**config.mk**
```make
export PLATFORM = sky130hd
export DESIGN_NAME = xsim_msg_deframer
export DESIGN_NICKNAME = d
export VERILOG_FILES = /design/src/rtl/xsim_pkg.sv /design/src/rtl/xsim_beat_fifo.sv /design/src/rtl/xsim_msg_deframer.sv
export SDC_FILE = /design/constraint.sdc
export NUM_CORES = 1
export LEC_CHECK = 0
export CAP_MARGIN = 25
export CELL_PAD_IN_SITES_DETAIL_PLACEMENT = 1
export CELL_PAD_IN_SITES_GLOBAL_PLACEMENT = 2
export CORE_ASPECT_RATIO = 0.5
export CORE_UTILIZATION = 50
export CTS_CLUSTER_SIZE = 24
export DETAILED_ROUTE_END_ITERATION = 8
export GPL_ROUTABILITY_DRIVEN = 1
export PLACE_DENSITY_LB_ADDON = 0.1
export SYNTH_ARGS = -nofsm -noshare
export SYNTH_HDL_FRONTEND = slang
export SYNTH_SLANG_ARGS = --single-unit
```
**constraint.sdc**
```tcl
create_clock -name CLK -period 10.4 [get_ports CLK]
set_input_delay 1.04 -clock CLK [delete_from_list [all_inputs] [get_ports CLK]]
set_output_delay 1.04 -clock CLK [all_outputs]
set_load 0.02 [all_outputs]
```
**src/rtl/xsim_pkg.sv**
```systemverilog
`default_nettype none
// ============================================================================
// Module      : xsim_pkg
// Description : Shared types and constants for the simulation portal request
//               deframer. Holds the message header layout, the deframer
//               state encoding and the header length constants.
// Revision    : 1.0  initial release
// ============================================================================
package xsim_pkg;

  // Header word: [31:16] method id, [15:0] length in words including header.
  typedef struct packed {
    logic [15:0] method;
    logic [15:0] length;
  } hdr_t;

  typedef enum logic [1:0] {
    ST_HDR        = 2'd0,
    ST_EMIT_EMPTY = 2'd1,
    ST_PAYLOAD    = 2'd2
  } state_t;

  localparam logic [15:0] c_LEN_INVALID  = 16'd0;  // malformed header
  localparam logic [15:0] c_LEN_HDR_ONLY = 16'd1;  // header with no payload
  localparam logic [15:0] c_REM_LAST     = 16'd1;  // remaining count on final beat

endpackage : xsim_pkg
`default_nettype wire

```
**src/rtl/xsim_beat_fifo.sv**
```systemverilog
`default_nettype none
// ============================================================================
// Module      : xsim_beat_fifo
// Description : DEPTH x 32 synchronous FIFO buffering the incoming beat
//               stream. Head word is read combinationally so the consumer
//               sees it in the same cycle it decides to pop.
// Ports       : CLK, RST_N    clock, async active-low reset
//               push, wr_data write request and word
//               pop           read request (ignored when empty)
//               full, empty   occupancy flags
//               head          word at the read pointer
// Revision    : 1.0  initial release
// ============================================================================
module xsim_beat_fifo #(
  parameter int DEPTH = 16
) (
  input  logic        CLK,
  input  logic        RST_N,
  input  logic        push,
  input  logic [31:0] wr_data,
  input  logic        pop,
  output logic        full,
  output logic        empty,
  output logic [31:0] head
);

  localparam int c_AW = $clog2(DEPTH);

  logic [31:0]   r_mem [DEPTH];
  logic [c_AW:0] r_wr_ptr;
  logic [c_AW:0] r_rd_ptr;
  logic          w_pop_ok;
  logic          w_push_ok;

  // Extra MSB distinguishes full (wrapped once more) from empty.
  assign empty = (r_wr_ptr == r_rd_ptr);
  assign full  = (r_wr_ptr[c_AW] != r_rd_ptr[c_AW]) &&
                 (r_wr_ptr[c_AW-1:0] == r_rd_ptr[c_AW-1:0]);

  assign w_pop_ok  = pop && !empty;
  // A pop in the same cycle frees the slot, so a push into a full FIFO lands.
  assign w_push_ok = push && (!full || w_pop_ok);

  assign head = r_mem[r_rd_ptr[c_AW-1:0]];

  always_ff @(posedge CLK) begin
    if (w_push_ok) begin
      r_mem[r_wr_ptr[c_AW-1:0]] <= wr_data;
    end
  end

  always_ff @(posedge CLK or negedge RST_N) begin
    if (!RST_N) begin
      r_wr_ptr <= '0;
      r_rd_ptr <= '0;
    end else begin
      if (w_push_ok) r_wr_ptr <= r_wr_ptr + 1'b1;
      if (w_pop_ok)  r_rd_ptr <= r_rd_ptr + 1'b1;
    end
  end

endmodule : xsim_beat_fifo
`default_nettype wire

```
**src/rtl/xsim_msg_deframer.sv**
```systemverilog
`default_nettype none
// ============================================================================
// Module      : xsim_msg_deframer
// Description : Receives the no-backpressure beat stream from the beat sink,
//               buffers it, strips message headers and presents payload
//               beats tagged with the method id on a valid/ready interface.
// Ports       : CLK, RST_N            clock, async active-low reset
//               portal                constant PORTAL_ID
//               src_rdy, beat         incoming beat stream
//               msg_valid, msg_ready  output handshake
//               msg_method, msg_data  method id and payload word
//               msg_last, msg_empty   final beat / no-payload message
//               overflow, hdr_err     sticky error flags
//               msg_count, drop_count statistics (XSIM_DEFRAMER_STATS_EN)
// Options     : `define XSIM_DEFRAMER_STATS_EN to add the statistics counters.
// Revision    : 1.0  initial release
// ============================================================================
module xsim_msg_deframer #(
  parameter int DEPTH     = 16,
  parameter int PORTAL_ID = 0
) (
  input  logic        CLK,
  input  logic        RST_N,
  output logic [31:0] portal,
  input  logic        src_rdy,
  input  logic [31:0] beat,
  output logic        msg_valid,
  input  logic        msg_ready,
  output logic [15:0] msg_method,
  output logic [31:0] msg_data,
  output logic        msg_last,
  output logic        msg_empty,
  output logic        overflow,
  output logic        hdr_err
`ifdef XSIM_DEFRAMER_STATS_EN
  ,
  output logic [31:0] msg_count,
  output logic [31:0] drop_count
`endif
);

  import xsim_pkg::*;

  state_t      r_state;
  state_t      w_state_nxt;
  logic [15:0] r_method;
  logic [15:0] r_remaining;
  logic        r_overflow;
  logic        r_hdr_err;

  logic        w_full;
  logic        w_empty;
  logic [31:0] w_head;
  hdr_t        w_hdr;
  logic        w_pop;
  logic        w_latch;
  logic        w_dec;
  logic        w_hdr_err_set;
  logic        w_drop;

  assign portal     = 32'(PORTAL_ID);
  assign msg_method = r_method;
  assign overflow   = r_overflow;
  assign hdr_err    = r_hdr_err;
  assign w_hdr      = hdr_t'(w_head);
  // A beat is lost only when the buffer is full and nothing leaves this cycle.
  assign w_drop     = src_rdy && w_full && !w_pop;

  xsim_beat_fifo #(
    .DEPTH (DEPTH)
  ) u_fifo (
    .CLK     (CLK),
    .RST_N   (RST_N),
    .push    (src_rdy),
    .wr_data (beat),
    .pop     (w_pop),
    .full    (w_full),
    .empty   (w_empty),
    .head    (w_head)
  );

  always_ff @(posedge CLK or negedge RST_N) begin
    if (!RST_N) begin
      r_state <= ST_HDR;
    end else begin
      r_state <= w_state_nxt;
    end
  end

  always_comb begin
    w_state_nxt   = r_state;
    w_pop         = 1'b0;
    w_latch       = 1'b0;
    w_dec         = 1'b0;
    w_hdr_err_set = 1'b0;
    msg_valid     = 1'b0;
    msg_last      = 1'b0;
    msg_empty     = 1'b0;
    msg_data      = 32'd0;
    case (r_state)
      ST_HDR: begin
        // Header is consumed internally and never reaches msg_data.
        if (!w_empty) begin
          w_pop = 1'b1;
          if (w_hdr.length == c_LEN_INVALID) begin
            w_hdr_err_set = 1'b1;
          end else if (w_hdr.length == c_LEN_HDR_ONLY) begin
            w_latch     = 1'b1;
            w_state_nxt = ST_EMIT_EMPTY;
          end else begin
            w_latch     = 1'b1;
            w_state_nxt = ST_PAYLOAD;
          end
        end
      end
      ST_EMIT_EMPTY: begin
        msg_valid = 1'b1;
        msg_empty = 1'b1;
        msg_last  = 1'b1;
        if (msg_ready) w_state_nxt = ST_HDR;
      end
      ST_PAYLOAD: begin
        msg_valid = !w_empty;
        msg_data  = w_empty ? 32'd0 : w_head;
        msg_last  = !w_empty && (r_remaining == c_REM_LAST);
        if (!w_empty && msg_ready) begin
          w_pop = 1'b1;
          w_dec = 1'b1;
          if (r_remaining == c_REM_LAST) w_state_nxt = ST_HDR;
        end
      end
      default: w_state_nxt = ST_HDR;
    endcase
  end

  always_ff @(posedge CLK or negedge RST_N) begin
    if (!RST_N) begin
      r_method    <= 16'd0;
      r_remaining <= 16'd0;
      r_overflow  <= 1'b0;
      r_hdr_err   <= 1'b0;
    end else begin
      if (w_latch) begin
        r_method    <= w_hdr.method;
        r_remaining <= w_hdr.length - 16'd1;
      end else if (w_dec) begin
        r_remaining <= r_remaining - 16'd1;
      end
      if (w_drop)        r_overflow <= 1'b1;
      if (w_hdr_err_set) r_hdr_err  <= 1'b1;
    end
  end

`ifdef XSIM_DEFRAMER_STATS_EN
  logic        w_accept_last;
  logic [31:0] r_msg_count;
  logic [31:0] r_drop_count;

  assign w_accept_last = msg_valid && msg_ready && msg_last;
  assign msg_count     = r_msg_count;
  assign drop_count    = r_drop_count;

  always_ff @(posedge CLK or negedge RST_N) begin
    if (!RST_N) begin
      r_msg_count  <= 32'd0;
      r_drop_count <= 32'd0;
    end else begin
      if (w_accept_last) r_msg_count  <= r_msg_count + 32'd1;
      if (w_drop)        r_drop_count <= r_drop_count + 32'd1;
    end
  end
`endif

endmodule : xsim_msg_deframer
`default_nettype wire
```
# Word level (Yosys, flattened, before mapping)
# Memories as Yosys holds them, arrays and structs flattened.
# Index checks and enable logic that the tools add are counted.
classes:
  eq_ne: 12
  mux: 26
  bitwise: 0
  n_div: 0
  n_mul: 0
  reduce_logical: 15
  magnitude_cmp: 0
  shifts: 0
  addsub: 4
ops:
  columns: ["op", "count"]
  rows:
  - ["2-to-1 mux 32 bit", 2]
  - ["equality test 16 x 1 -> 1 bit, second input constant", 2]
  - ["2-to-1 mux 16 bit", 2]
  - ["subtractor 16 x 1 -> 16 bit, second input constant", 2]
  - ["logical NOT 16 bit", 1]
  - ["2-to-1 mux 1 bit", 12]
  - ["2-to-1 mux 2 bit", 6]
  - ["adder 5 x 1 -> 5 bit, second input constant", 2]
  - ["!= test 2 bit, second input constant", 5]
  - ["logical AND 1 bit", 7]
  - ["one-hot mux 1 bit (2 select lines)", 3]
  - ["one-hot mux 2 bit (3 select lines)", 1]
  - ["equality test 5 bit", 1]
  - ["AND reduction 5 bit", 1]
  - ["equality test 4 bit", 1]
  - ["logical NOT 1 bit", 3]
  - ["equality test 2 x 1 -> 1 bit, second input constant", 1]
  - ["equality test 2 bit, second input constant", 1]
  - ["logical NOT 2 bit", 1]
  - ["nonzero test 2 bit", 1]
  - ["logical OR 1 bit", 1]
  - ["!= test 1 bit", 1]
totals:
  mem_bits_rw: 512
  reg_bits: 46
  latchBits: 0
  output_inout_bits: 85
  rom_bits: 0
  word_cells: 65
  input_bits: 36
  n_memories: 1
mem_list:
  columns: ["memory", "words", "width", "read_ports", "rd_clocked_by_memory_dff", "wr", "line", "source"]
  rows:
  - ["u_fifo.r_mem", 16, 32, 1, 0, 1, "xsim_beat_fifo.sv:29", "logic [31:0] r_mem [DEPTH];"]

# Longest topological paths before layout
# Gate-level depths: netlist of the first run.
logic_depth:
  ltp_word: 10
  ltp_mapped: 15
  mapped_depth_nobuf: 9

# Hierarchy
# A second synthesis of the first run with hierarchy kept.
unflattened:
  hier_cells: 1118
  area_unflattened_um2: 22392.7
by_module_without_submodules:
  columns: ["mod", "seq_area_each_um2", "cells_each", "area_each_um2", "instances"]
  rows:
  - ["xsim_beat_fifo", 15625.0, 855, 19821.5, 1]
  - ["xsim_msg_deframer", 900.9, 263, 2571.2, 1]

# Least setup slack after synthesis of the first run
# No wires, ideal clock.
synth_path:
  path_kind: "input -> register"
  start: "in msg_ready"
  end: "mem u_fifo.r_mem[3][0] (enable)"
  setup_time_ns: 0.461
  slack_ns: 5.658
  cell_stages: 7
  arrival_ns: 4.281
  path_buffers: 2
  t_required_ns: 9.939
  cell_sequence: "clkbuf_1 > a21oi_1 > and3b_1 > nor2b_1 > clkbuf_1 > nand2_1 > nor3_1"
synth_via:
  elab_chain_len: 8
synth_lines:
  columns: ["item", "line", "source"]
  rows:
  - ["from (decl)", "xsim_msg_deframer.sv:28", "input logic msg_ready,"]
  - ["logical AND 1 bit", "xsim_msg_deframer.sv:126", "if (!w_empty && msg_ready) begin"]
  - ["2-to-1 mux 1 bit", "xsim_msg_deframer.sv:126", null]
  - ["one-hot mux 1 bit (2 select lines)", "xsim_msg_deframer.sv:100", "case (r_state)"]
  - ["logical AND 1 bit", "xsim_beat_fifo.sv:40", "assign w_pop_ok = pop && !empty;"]
  - ["logical OR 1 bit", "xsim_beat_fifo.sv:42", "assign w_push_ok = push && (!full || w_pop_ok);"]
  - ["logical AND 1 bit", "xsim_beat_fifo.sv:42", null]
  - ["2-to-1 mux 1 bit", "xsim_beat_fifo.sv:47", "if (w_push_ok) begin"]
  - ["2-to-1 mux 1 bit (not written as such)", "xsim_beat_fifo.sv:48", "r_mem[r_wr_ptr[c_AW-1:0]] <= wr_data;"]
  - ["to (decl)", "xsim_beat_fifo.sv:29", null]
# No other way between the ends.

# Worst setup path in the final report of the first run
layout_path:
  start: "reg u_fifo.r_rd_ptr[1]"
  end: "out msg_data[14]"
layout_via:
  elab_chain_len: 3
  word_cells_on_any_way: 4
  classes_between: "eq/ne (1); mux (2); memory (1)"
layout_lines:
  columns: ["item", "line", "source"]
  rows:
  - ["from (decl)", "xsim_beat_fifo.sv:31", "logic [c_AW:0] r_rd_ptr;"]
  - ["from (signal assigned)", "xsim_beat_fifo.sv:58", "if (w_pop_ok) r_rd_ptr <= r_rd_ptr + 1'b1;"]
  - ["memory (16 x 32 bit) / equality test 5 bit (equally long branches)", null, null]
  - ["2-to-1 mux 32 bit *", "xsim_msg_deframer.sv:124", "msg_data = w_empty ? 32'd0 : w_head;"]
  - ["2-to-1 mux 32 bit *", "xsim_msg_deframer.sv:100", null]
  - ["to (decl)", "xsim_msg_deframer.sv:30", "output logic [31:0] msg_data,"]
# Mark *: on every way between the ends. The rest lies on a longest branch, timed or not.

==> run_results.csv, run 1 <==
group,metric,value,unit
timing,fin_tns_setup,0,ns
clock_tree,cts_tree,"yes",
setup_path,reg2reg_from,"u_fifo.r_rd_ptr[1]$_DFFE_PN0P_",
global_routing,first_global_vias,11620,
yosys,ys_ff_latch,558,
clock_tree,worstSkewPairLatency,0.57,ns
min_path,hold_end,"overflow$_DFFE_PN0P_",
min_path,hold_class,"reg -> reg",
outcome,status,"finished clean",
floorplan,io-pin-count,121,
floorplan,die_w,302.9,um
yosys,ys.flop_type,"edfxtp_1",
yosys,netlist_area,22640,sq um
power,max-vdd-ir-drop,0.0001380,V
timing,finalMaxSlewViolations,0,
timing,rsz0062_at_grt,"false",
setup_path,critPathMaxStageDelay,0.94,ns
setup_path,slowest_stage,"dfrtp_4",
timing,worst_pin_slew,1.001,ns
route,dr.pass1.iters,5,
setup_path,worst_r2r_endpoint,"msg_method[3]$_DFFE_PN0P_",
global_routing,grt_first_pass_wirelength,79.09,mm
global_routing,grtUsageTotal,23.95,%
setup_path,crit_chain,"buf_4 > buf_4 > mux2_2 > o221ai_1 > o21ai_0 > a221oi_1 > nor2_1 > clkdlybuf4s50_1",
setup_path,timing_worst_setup_path_type,"reg -> out",
clock_tree,numCtsBuffers,48,
yosys,syn_area_per_cell,20.71,sq um
yosys,yosys_warnings,0,
placement,io_buffer_count,88,
floorplan,die_area,46180,sq um
timing,max_freq,0.1605,GHz
layout,nFillCells,3760,
route,drc_errors,0,
placement,dp.final_hpwl,29.77,mm
route,antenna_left,0,
min_path,hold_depth,1,
yosys,yosysSeqAreaShare,73.00,%
floorplan,initial_core_util,51.31,%
clock_tree,htreeDepth,2,
clock_tree,clkTransAtPathRegs,0.06,ns
layout,layout-area-overhead-vs-synth,13.23,%
power,p_leak,8.382,nW
route,viasPerCell,5.959,
setup_path,crit_path_start_kind,"flop",
yosys,ys_async_sr_fraction,8.244,%
floorplan,fp.coreArea,44120,sq um
run,cap_viol_max_count,0,
global_routing,grt_start_max_net_pins,117,
yosys,netlist_instances,1093,
global_routing,antenna_found_initial,1,
min_path,holdCritStartpoint,"overflow$_DFFE_PN0P_",
setup_path,r2r_slack,4.62,ns
timing,fin_crit_sh,59.93,%
layout,drive_gt1_share,24.17,%
layout,final_util,58.10,%
route,wire_per_inst,29.40,um
setup_path,r2r_cells,10,
timing,slew_headroom,33.25,%
yosys,synth_edf_count,512,
yosys,synthDistinctLibCells,67,
route,wl,53.80,mm
timing,hold_viol,0,
setup_path,arrival,5.19,ns
global_routing,grt-ovfl-total,0,
floorplan,die_h,152.5,um
setup_path,endpoint_kind,"output port",
floorplan,core.rowCount,54,
timing,setup_violations,0,
clock_tree,cts_sinks,558,
power,power_density,292.9,nW/um^2
route,first_iter_violations,943,
timing,fin_worst_skew,0.01720,ns
clock_tree,postCtsHoldBufs,0,
timing,min_period,6.232,ns
clock_tree,cts_setup_buffers,0,
placement,gp_congestion,0.7454,
clock_tree,cts_buffer_depth,3,
layout,fin_nets,1251,
route,vias,10910,
setup_path,path_common_cell,"buf_4",
setup_path,cp_data_required_time,9.36,ns
clock_tree,cts_resized,0,
setup_path,cp_max_fo,53,
clock_tree,cts_root_buf,"clkbuf_16",
[worst max-delay path: cells and delay by family (launching register included)]
family / cells / cell delay, ns
mux: 1 / 0.42
simple gates: 1 / 0.11
compound gates: 3 / 1.13
buf+inv: 3 / 1.94
flops: 1 / 0.94
[registers in the layout, summed over array words and instances (netlist names)]
register,count
overflow,1
r_state,2
u_fifo.r_wr_ptr,5
hdr_err,1
r_remaining,16
u_fifo.r_mem,512
u_fifo.r_rd_ptr,5
msg_method,16
[layout make-up]
cell class,count,area (sq um),share of cell area (%)
flip-flops and latches,558,16540,64.51
inverters,16,60.06,0.2343
diodes,1,2.502,0.009763
well taps,588,735.7,2.870
multi-input cells,466,5727,22.34
repair buffers,113,1076,4.198
clock inverters,28,227.7,0.8884
clock buffers,60,1267,4.945
[per-layer routing]
| metal | vias up | global-route usage (%) | routed length [um] |
|---|---|---|---|
| met5 | - | 0 | 0 |
| met4 | 0 | 4.834 | 845 |
| met3 | 61 | 4.334 | 3028 |
| met2 | 342 | 38.00 | 26150 |
| met1 | 5905 | 35.26 | 23780 |
| li1 | 4597 | - | - |
[synthesized netlist by cell type, types with 2 or more instances]
master	count	area, sq um
edfxtp_1	512	15370
mux4_2	141	3176
dfrtp_1	46	1151
nor2_1	35	131.4
buf_4	32	240.2
xnor2_1	23	201.4
nand2_1	20	75.07
and3_1	19	118.9
clkbuf_1	18	67.56
xor2_1	18	157.7
inv_1	16	60.06
mux2i_1	16	160.2
mux2_2	15	168.9
buf_1	14	52.55
mux2_4	14	210.2
a21oi_1	12	60.06
ha_1	12	150.1
buf_2	11	55.05
nand2b_1	10	62.56
nor3_1	10	50.05
nor2b_1	8	50.05
o221ai_1	7	61.31
a22oi_1	6	45.04
nand4_1	6	37.54
nor4_1	6	37.54
and2_1	4	25.02
buf_6	4	45.04
nand3_1	4	20.02
o21ai_1	4	20.02
buf_12	3	60.06
o21ai_0	3	15.01
a211o_1	2	17.52
a211oi_1	2	15.01
a211oi_4	2	40.04
buf_8	2	30.03
mux2_1	2	22.52
nor4_4	2	42.54
o21a_1	2	15.01
or4_1	2	15.01
[cells by family (layout without fill, tap and decap cells)]
group | Yosys count | count (layout) | synth area share, %
adder cells (fa/ha/maj) | 12 | 12 | 0.6633
AND/OR/NAND/NOR | 143 | 143 | 3.753
buffers and inverters | 100 | 217 | 2.697
XOR/XNOR | 41 | 41 | 1.586
flip-flops | 558 | 558 | 73.00
AO/OA/AOI/OAI | 49 | 49 | 1.653
multiplexers | 189 | 189 | 16.63
other | 1 | 33 | 0.01657
[stage by stage]
stage / power [W] / cell area, sq um / setup slack, ns / instances / hold slack, ns
global placement: 0.005761 / 24130 / 4.670 / 1741 / 0.4392
CTS: 0.007605 / 25630 / 4.150 / 1829 / 0.4672
floorplan: 0.004901 / 22750 / 5.658 / 1124 / 0.4617
finish: 0.007508 / 25630 / 4.168 / 1830 / 0.4651
detailed placement: 0.005848 / 24130 / 4.613 / 1741 / 0.4462
global route: 0.007856 / 25630 / 3.931 / 1829 / 0.4941
[power breakdown]
part / switching [W] / leakage [nW] / internal [W]
Sequential: 0.000206 / 5.17 / 0.00276
Combinational: 0.00152 / 2.48 / 0.00128
Clock: 0.000804 / 0.731 / 0.000945
[cell usage in the layout (no fill, tap or decap), types with 7 or more instances in the layout]
cell type	n
and3_1	19
edfxtp_1	512
clkbuf_16	49
clkinv_2	9
nor2_1	23
ha_1	12
buf_4	24
a21oi_1	12
mux4_2	141
mux2_2	15
mux2_4	14
xnor2_1	23
conb_1	32
nor2b_1	8
clkdlybuf4s50_1	87
clkinv_1	9
nor2_4	12
clkbuf_1	11
mux2i_1	16
nand2_1	20
xor2_1	18
nand2b_1	10
dfrtp_1	42
o221ai_1	7
inv_1	16
[worst max-delay path by stage]
stage                                   start  depth (start not counted)                            to
6_report       u_fifo.r_rd_ptr[1]$_DFFE_PN0P_                          8                  msg_data[14]
5_1_grt        u_fifo.r_rd_ptr[1]$_DFFE_PN0P_                          8                  msg_data[14]
4_1_cts        u_fifo.r_rd_ptr[1]$_DFFE_PN0P_                          8                  msg_data[14]
3_5_place_dp   u_fifo.r_rd_ptr[1]$_DFFE_PN0P_                         10     msg_method[3]$_DFFE_PN0P_
3_3_place_gp   u_fifo.r_rd_ptr[1]$_DFFE_PN0P_                         10    msg_method[15]$_DFFE_PN0P_
2_1_floorplan                       msg_ready                          7  u_fifo.r_mem[3][0]$_DFFE_PP_
No activity file was read; power rests on OpenSTA's default activity.
==> inputs of run 2 (changes only) <==
--- a/config.mk
+++ b/config.mk
@@ -9,7 +9,7 @@
 export CELL_PAD_IN_SITES_DETAIL_PLACEMENT = 1
 export CELL_PAD_IN_SITES_GLOBAL_PLACEMENT = 2
 export CORE_ASPECT_RATIO = 0.5
-export CORE_UTILIZATION = 50
+export CORE_UTILIZATION = 42
 export CTS_CLUSTER_SIZE = 24
 export DETAILED_ROUTE_END_ITERATION = 8
 export GPL_ROUTABILITY_DRIVEN = 1
==> constraint.sdc (replaced) <==
create_clock -name CLK -period 5.5 [get_ports CLK]
set_input_delay 0.55 -clock CLK [delete_from_list [all_inputs] [get_ports CLK]]
set_output_delay 0.55 -clock CLK [all_outputs]
set_load 0.02 [all_outputs]
==> run 2 against run 1 <==
Sequential power rose by 91%. Via count decreased by 1.4%. Non-clock buffer count grew 10. Clock power up 98%. Utilization down 8.6 points. Cell area increased by 1.4%. Routed wire length is 0.62% higher. Worst hold slack worse by 0.37 ns. Clock-buffer cell count rose by 15. Critical endpoint is now msg_data[19]. Highest routed layer unchanged.
==> run_results.csv, run 2 (same netlist as run 1, synthesis figures left out) <==
group,metric,value,unit
outcome,status,"finished clean",
global_routing,grt-ovfl-total,0,
floorplan,die_h,166.2,um
clock_tree,cts_sinks,558,
clock_tree,worstSkewPairLatency,0.59,ns
setup_path,timing_worst_setup_path_type,"reg -> out",
timing,setup_violations,0,
timing,hold_viol,0,
clock_tree,cts_resized,0,
setup_path,startpoint,"u_fifo.r_rd_ptr[0]$_DFFE_PN0P_",
clock_tree,cts_root_buf,"clkbuf_16",
layout,layout-area-overhead-vs-synth,14.86,%
power,power_density,555.9,nW/um^2
setup_path,slowest_stage,"dfrtp_4",
min_path,hold_class,"in -> async",
power,p_sw_share,33.55,%
placement,dp.final_hpwl,30.12,mm
placement,place_ws,0.7622,ns
setup_path,r2r_cells,10,
global_routing,grt_first_pass_wirelength,80.12,mm
power,intPower,0.009605,W
floorplan,die_w,330.3,um
setup_path,cp_max_fo,46,
layout,drive_gt1_share,24.52,%
power,switching_power,0.004849,W
clock_tree,clkTransAtPathRegs,0.06,ns
power,p_comb_share,37.0,%
run,cap_viol_max_count,0,
placement,gp_congestion,0.7225,
global_routing,grtUsageTotal,20.30,%
power,max-vdd-ir-drop,0.0002306,V
timing,fin_worst_skew,0.01975,ns
setup_path,crit_chain,"buf_4 > mux4_2 > mux4_2 > and3_1 > clkdlybuf4s50_1",
layout,fin_nets,1263,
global_routing,first_global_vias,11500,
setup_path,critPathMaxStageDelay,1.01,ns
route,wl,54.14,mm
layout,mostFrequentLayoutCells,"512 x edfxtp_1, 141 x mux4_2, 87 x clkdlybuf4s50_1",
timing,worst_pin_slew,0.8960,ns
route,antenna_left,0,
setup_path,reg2reg_from,"u_fifo.r_rd_ptr[0]$_DFFE_PN0P_",
setup_path,arrival,4.33,ns
floorplan,core.rowCount,59,
global_routing,antenna_found_initial,1,
floorplan,die_area,54890,sq um
setup_path,crit_path_start_kind,"flop",
timing,fin_crit_sh,88.77,%
timing,finalMaxSlewViolations,0,
setup_path,cp_data_required_time,4.95,ns
timing,slew_headroom,40.26,%
floorplan,initial_core_util,43.07,%
layout,largest_reg_flops,512,
floorplan,fp.coreArea,52560,sq um
route,vias,10750,
timing,rsz0062_at_grt,"false",
clock_tree,cts_buffer_depth,3,
timing,max_freq,0.2048,GHz
clock_tree,numCtsBuffers,50,
clock_tree,cts_setup_buffers,0,
layout,final_common_cell,"edfxtp_1",
route,drc_errors,0,
floorplan,io-pin-count,121,
placement,io_buffer_count,88,
clock_tree,cts_tree,"yes",
route,dr.pass1.iters,5,
power,p_seq_share,39.1,%
timing,fin_tns_setup,0,ns
setup_path,critPathCapture,"msg_data[19]",
route,first_iter_violations,916,
power,p_leak,8.486,nW
setup_path,path_common_cell,"mux4_2",
clock_tree,htreeDepth,2,
route,wire_per_inst,27.65,um
setup_path,r2r_slack,0.87,ns
setup_path,worst_r2r_endpoint,"r_remaining[4]$_DFFE_PN0P_",
setup_path,endpoint_kind,"output port",
timing,fin_ws,0.6175,ns
power,p_clk_share,24.0,%
global_routing,grt_start_max_net_pins,48,
clock_tree,postCtsHoldBufs,0,
timing,min_period,4.882,ns
route,viasPerCell,5.489,
## run 2: cell count changes in the layout (fill, tap and decap cells not counted)
cell / change
clkinv_8: +2
buf_4: +6
inv_6: -3
clkinvlp_4: -2
buf_12: +4
clkinv_2: -5
clkbuf_16: +2
clkinv_4: -1
clkbuf_1: +8
clkinv_1: -1
clkbuf_8: +5
## run 2: area by class of cell
class | count | area, sq um
fillers | 4715 | 26560
flip-flops and latches | 558 | 16540
multi-input cells | 466 | 5727
clock buffers | 75 | 1416
repair buffers | 123 | 1201
well taps | 701 | 877.1
clock inverters | 18 | 181.4
inverters | 16 | 60.06
diodes | 1 | 2.502
## run 2: how the worst min path moves through the flow
stage,from,end,slack (ns)
after floorplan,RST_N,hdr_err$_DFFE_PN0P_,0.25
after global placement,overflow$_DFFE_PN0P_,overflow$_DFFE_PN0P_,0.44
after detailed placement,overflow$_DFFE_PN0P_,overflow$_DFFE_PN0P_,0.47
after CTS,RST_N,msg_method[13]$_DFFE_PN0P_,0.11
after global routing,RST_N,msg_method[5]$_DFFE_PN0P_,0.14
final,RST_N,msg_method[5]$_DFFE_PN0P_,0.09
## run 2: power groups by stage
stage	Clock, W	Combinational, W	Sequential [W]
2_1_floorplan	0	0.00373	0.00554
3_3_place_gp	0	0.00537	0.00572
3_5_place_dp	0	0.00542	0.00575
4_1_cts	0.00354	0.00543	0.00566
5_1_grt	0.00370	0.00572	0.00572
6_report	0.00346	0.00534	0.00565
## run 2: through the flow
step	std cells	hold slack (ns)	utilization (%)	total power, W	cell area [sq um]
floorplan	1124	0.2544	-	0.009267	22750
CTS	1957	0.1115	49.46	0.01464	26000
detailed placement	1864	0.4698	46.42	0.01117	24400
global placement	1864	0.4359	46.42	0.01108	24400
global route	1957	0.1395	49.46	0.01514	26000
finish	1958	0.09290	49.47	0.01445	26000
## run 2: critical path: cells and delay by family (launching register included)
kind	cells	cell delay [ns]
AND/OR/NAND/NOR	1	0.22
flip-flops	1	1.01
multiplexers	2	1.17
buffers and inverters	2	1.27
## run 2: metal layers
metal  global-route usage (%)  vias to the layer above  share of wire, %
met2                    32.37                      238                48
met5                        0                        -                 0
met4                    3.406                        0               1.2
li1                         -                     4632                 -
met1                    30.06                     5830                47
met3                    3.118                       47               4.3
==> inputs of run 3 (changes only) <==
--- a/config.mk
+++ b/config.mk
@@ -5,7 +5,7 @@
 export SDC_FILE = /design/constraint.sdc
 export NUM_CORES = 1
 export LEC_CHECK = 0
-export CAP_MARGIN = 25
+export CAP_MARGIN = 10
 export CELL_PAD_IN_SITES_DETAIL_PLACEMENT = 1
 export CELL_PAD_IN_SITES_GLOBAL_PLACEMENT = 2
 export CORE_ASPECT_RATIO = 0.5
==> results of run 3 <==
Same layout as run 2: the final DEF is identical, and so are final timing and power.
